==> src/rtl/reg_file_p.sv <==
// reg_file_p - parametrised register file with a busy scoreboard.
//
// Two registered read ports, one write port and one reserve port. A
// reservation marks a destination busy; an effective write to that register
// stores the data and clears busy. Reads return the data and busy bit of the
// addressed register one cycle after the address is presented.
//
// Parameters:
//   DATA_W   register width
//   ADDR_W   address width, DEPTH = 2**ADDR_W
//   ZERO_REG 1: register 0 reads as zero and ignores writes/reservations
//
// Ports:
//   clk, rst_n               clock, asynchronous active-low reset
//   rd_addr_a/b              read addresses
//   rd_data_a/b, rd_busy_a/b registered read data and busy flags
//   wr_en, wr_addr, wr_data  write port
//   rsv_en, rsv_addr         reserve port
//   busy_vec                 unregistered view of all busy bits
//
// Build option: define REGF_BYPASS_EN to forward a same-edge write to the
// read ports; otherwise reads see pre-edge contents and busy.
module reg_file_p #(
  parameter int DATA_W   = 8,
  parameter int ADDR_W   = 3,
  parameter int ZERO_REG = 1
) (
  input  logic                 clk,
  input  logic                 rst_n,
  input  logic [ADDR_W-1:0]    rd_addr_a,
  input  logic [ADDR_W-1:0]    rd_addr_b,
  output logic [DATA_W-1:0]    rd_data_a,
  output logic [DATA_W-1:0]    rd_data_b,
  output logic                 rd_busy_a,
  output logic                 rd_busy_b,
  input  logic                 wr_en,
  input  logic [ADDR_W-1:0]    wr_addr,
  input  logic [DATA_W-1:0]    wr_data,
  input  logic                 rsv_en,
  input  logic [ADDR_W-1:0]    rsv_addr,
  output logic [(2**ADDR_W)-1:0] busy_vec
);

  localparam int DEPTH = 2**ADDR_W;

  logic [DATA_W-1:0] regs [DEPTH];
  logic [DEPTH-1:0]  busy;
  logic [DEPTH-1:0]  busy_nxt;
  logic              wr_eff;
  logic              rsv_eff;
  logic [DATA_W-1:0] data_a_nxt, data_b_nxt;
  logic              busy_a_nxt, busy_b_nxt;

  assign wr_eff  = wr_en  && !((ZERO_REG != 0) && (wr_addr  == '0));
  assign rsv_eff = rsv_en && !((ZERO_REG != 0) && (rsv_addr == '0));

  // Reservation is applied after the write clear so a same-address
  // write+reserve leaves the register busy for its new producer.
  always_comb begin
    busy_nxt = busy;
    if (wr_eff)  busy_nxt[wr_addr]  = 1'b0;
    if (rsv_eff) busy_nxt[rsv_addr] = 1'b1;
  end

  always_comb begin
    data_a_nxt = regs[rd_addr_a];
    busy_a_nxt = busy[rd_addr_a];
    data_b_nxt = regs[rd_addr_b];
    busy_b_nxt = busy[rd_addr_b];
`ifdef REGF_BYPASS_EN
    if (wr_eff && (rd_addr_a == wr_addr)) begin
      data_a_nxt = wr_data;
      busy_a_nxt = busy_nxt[rd_addr_a];
    end
    if (wr_eff && (rd_addr_b == wr_addr)) begin
      data_b_nxt = wr_data;
      busy_b_nxt = busy_nxt[rd_addr_b];
    end
`endif
    if ((ZERO_REG != 0) && (rd_addr_a == '0)) begin
      data_a_nxt = '0;
      busy_a_nxt = 1'b0;
    end
    if ((ZERO_REG != 0) && (rd_addr_b == '0)) begin
      data_b_nxt = '0;
      busy_b_nxt = 1'b0;
    end
  end

  always_ff @(posedge clk or negedge rst_n) begin
    if (!rst_n) begin
      for (int unsigned i = 0; i < DEPTH; i++) regs[i] <= '0;
    end else if (wr_eff) begin
      regs[wr_addr] <= wr_data;
    end
  end

  always_ff @(posedge clk or negedge rst_n) begin
    if (!rst_n) begin
      busy      <= '0;
      rd_data_a <= '0;
      rd_data_b <= '0;
      rd_busy_a <= 1'b0;
      rd_busy_b <= 1'b0;
    end else begin
      busy      <= busy_nxt;
      rd_data_a <= data_a_nxt;
      rd_data_b <= data_b_nxt;
      rd_busy_a <= busy_a_nxt;
      rd_busy_b <= busy_b_nxt;
    end
  end

  assign busy_vec = busy;

endmodule

==> config.mk <==
export PLATFORM = sky130hd
export DESIGN_NAME = reg_file_p
export DESIGN_NICKNAME = d
export VERILOG_FILES = /design/src/rtl/reg_file_p.sv
export SDC_FILE = /design/constraint.sdc
export NUM_CORES = 1
export LEC_CHECK = 0
export CAP_MARGIN = 20
export CORE_ASPECT_RATIO = 1.1
export CORE_MARGIN = 4
export CORE_UTILIZATION = 55
export DETAILED_ROUTE_END_ITERATION = 10
export MAX_ROUTING_LAYER = met4
export PLACE_DENSITY = 0.83
export SLEW_MARGIN = 30
export SYNTH_ARGS = -nofsm -noshare
export SYNTH_HDL_FRONTEND = slang
export SYNTH_SLANG_ARGS = --single-unit
==> constraint.sdc <==
create_clock -name clk -period 1.4 [get_ports clk]
set_input_delay 0.35 -clock clk [delete_from_list [all_inputs] [get_ports clk]]
set_output_delay 0.35 -clock clk [all_outputs]
set_load 0.02 [all_outputs]
==> flow_summary.json <==
{
  "fp.coreArea_um2": 7050,
  "max-slew-margin-rel": 0.696,
  "num_antenna_cells": 0,
  "power_uw": 6710,
  "cts_root_buf": "clkbuf_8",
  "drtIter0Drc": 293,
  "numPortBuffers": 49,
  "routed_wl_mm": 10.1,
  "finalWeightedCongestion": 0.923,
  "fin_area_um2": 5040,
  "drc_errors": 0,
  "status": "finished clean",
  "cts_max_level": 3,
  "synth_area_leaders": "dfrtp_1, mux2_2, a221oi_1, mux2i_1, buf_6",
  "ys_seq_area_frac": 0.511,
  "ant_nets": 0,
  "firstDrtPassIters": 4,
  "start_util": 0.570,
  "ys_warn_count": 0,
  "peakVddDrop_uv": 915,
  "setup_tns_ns": 0,
  "die_w_um": 89.5,
  "max_cap_violations": 0,
  "slew_violations": 0,
  "fp-row-count": 32,
  "skew_ns": 0.0117,
  "cts_tree": "built",
  "syn-num-nets": 321,
  "fmax_ghz": 0.737,
  "cts_buffers": 9,
  "crit_family": "flip-flops",
  "fin_crit_sh": 0.969,
  "p_leak_uw": 0.00228,
  "setup_violations": 0,
  "r2r_cells": 3,
  "syn_avg_cell_area_um2": 13.5,
  "min_path_type": "input pin to async pin",
  "async_flop_share": 1.00,
  "grt-ovfl-total": 0,
  "place_ws_ns": -0.717,
  "placedCellCount": 455,
  "cp.required_ns": 1.05,
  "worst_pin_slew_ns": 0.454,
  "antenna_found_initial": 0,
  "critPathLaunchType": "flip-flop",
  "cts_buffer_depth": 2,
  "ys_ff_latch": 82,
  "vias": 2948,
  "path_max_fanout": 1,
  "crit_buf_inv": 1,
  "yosysUniqueCellTypes": 28,
  "worstPathArrival_ns": 1.01,
  "die_h_um": 97.6,
  "crit_cells": 1,
  "power_density_nw_per_um2": 1330,
  "cp_cell_sequence": "clkdlybuf4s15_2",
  "path_clk_slew_ns": 0.09,
  "cts.sinks": 82,
  "track_usage": 0.253,
  "ctsHoldBuffers": 0,
  "fin_cells": 473,
  "syn_inst": 297,
  "synth_area_um2": 4020,
  "clock_latency_ns": 0.36,
  "cpPeakStageDelay_ns": 0.39,
  "grt_max_degree": 83,
  "synth_top_area_cell": "dfrtp_1",
  "grt_pass1_vias": 3090,
  "slowest_stage": "dfrtp_1",
  "synth.most_common_cell": "mux2_2",
  "worst_slack_ns": 0.0436,
  "io-pin-count": 50,
  "synth-main-ff-cell": "dfrtp_1",
  "nNetsFinal": 407,
  "synth_top_cell_area_share": 0.511,
  "detail_route.wl_per_cell_um": 21.4,
  "grt_pass1_wl_mm": 16.0,
  "final_layout_size_suffix_gt1_frac": 0.495,
  "ys_top_cells_by_count": "mux2_2, dfrtp_1, a221oi_1, mux2i_1, o22ai_1",
  "finalHoldViolations": 0,
  "synth-edff-count": 0,
  "r2r_slack_ns": 0.14,
  "crit_path_end_kind": "primary output",
  "die_area_um2": 8740,
  "hpwlAfterDp_mm": 6.69,
  "vias_per_cell": 6.23,
  "fin_crit_ns": 1.36,
  "critPathKind": "flip-flop to primary output",
  "area_delta_synth_final_pct": 25.6,
  "placed_area_um2": 4870
}
-- kinds of logic (layout without fill, tap and decap cells) --
kind of cell,after synthesis,after routing,synth area share
muxes,110,110,0.303
DFF,82,82,0.511
AOI/OAI and AO/OA,45,45,0.0844
and+or+nand+nor,33,33,0.0545
buffers and inverters,27,118,0.0476
-- layout make-up --
| type | count | area [um2] |
|---|---|---|
| multi-input cells | 188 | 1810 |
| flip-flops and latches | 82 | 2050 |
| inverters | 5 | 18.8 |
| fillers | 484 | 2000 |
| well taps | 85 | 106 |
| clock inverters | 5 | 61.3 |
| repair buffers | 97 | 856 |
| clock buffers | 11 | 141 |
-- report_power, final --
part / internal [uW] / switching [uW]
clock network: 879 / 894
registers: 2860 / 339
logic: 935 / 810
total: 4670 / 2040
-- routing by layer --
layer / part of all wire / vias to the layer above / wire, um / global-route usage
met4: 0.036 / 0 / 370 / 0.118
met2: 0.49 / 126 / 4980 / 0.375
met1: 0.41 / 1486 / 4150 / 0.330
met5: 0 / - / 0 / -
met3: 0.063 / 36 / 642 / 0.0534
li1: - / 1300 / - / -
-- worst register-to-register path: stages (launching register included) --
cell,delay (ns)
dfrtp_1,0.44
mux2_2,0.30
a221oi_1,0.32
nor2_1,0.08
-- path summary, 6_finish.rpt --
kind | from | end
setup / recovery | rd_data_a[6] | rd_data_a[6]
hold / removal | rst_n | regs[9]
setup reg to reg | regs[51] | rd_data_b[3]
hold reg to reg | busy_vec[0] | busy_vec[0]
max in group asynchronous | rst_n | rd_data_a[5]
min in group clk | busy_vec[0] | busy_vec[0]
-- registers in the layout, indices dropped and copies added, names as in the netlist --
name / count
rd_busy_b: 1
rd_busy_a: 1
rd_data_a: 8
busy_vec: 8
rd_data_b: 8
regs: 56
-- cell usage in the layout, fill, tap and decap left out, types with 2 or more instances in the layout --
| cell type | instances |
|---|---|
| mux2_2 | 91 |
| dfrtp_1 | 82 |
| buf_4 | 39 |
| a221oi_1 | 20 |
| clkbuf_2 | 19 |
| mux2i_1 | 18 |
| clkdlybuf4s50_1 | 14 |
| o22ai_1 | 11 |
| clkbuf_8 | 10 |
| nand2_1 | 9 |
| nor2_1 | 8 |
| dlygate4sd2_1 | 7 |
| buf_12 | 7 |
| inv_1 | 5 |
| nand2b_1 | 4 |
| a221oi_2 | 4 |
| o21ai_0 | 4 |
| nand4b_2 | 3 |
| clkinvlp_4 | 3 |
| clkdlybuf4s15_2 | 3 |
| buf_2 | 3 |
| a31oi_1 | 2 |
| a21oi_1 | 2 |
| and4bb_1 | 2 |
| buf_6 | 2 |
-- what timing repair did --
item | 4_1_cts | 5_1_grt
gates cloned | 1 | 0
endpoints found under the setup margin | 66 | 29
pin swaps | 2 | 0
endpoints found under the hold margin | 0 | 0
buffers inserted | 1 | 0
resized for setup | 64 | 33
-- metrics by stage --
step	util	hold slack, ns
5_1_grt	0.716	0.0250
3_5_place_dp	0.691	0.364
2_1_floorplan	-	0.0544
4_1_cts	0.728	0.0195
6_report	0.716	0.00629
3_3_place_gp	0.691	0.364
Note: power is estimated with default switching activity, not from simulation.
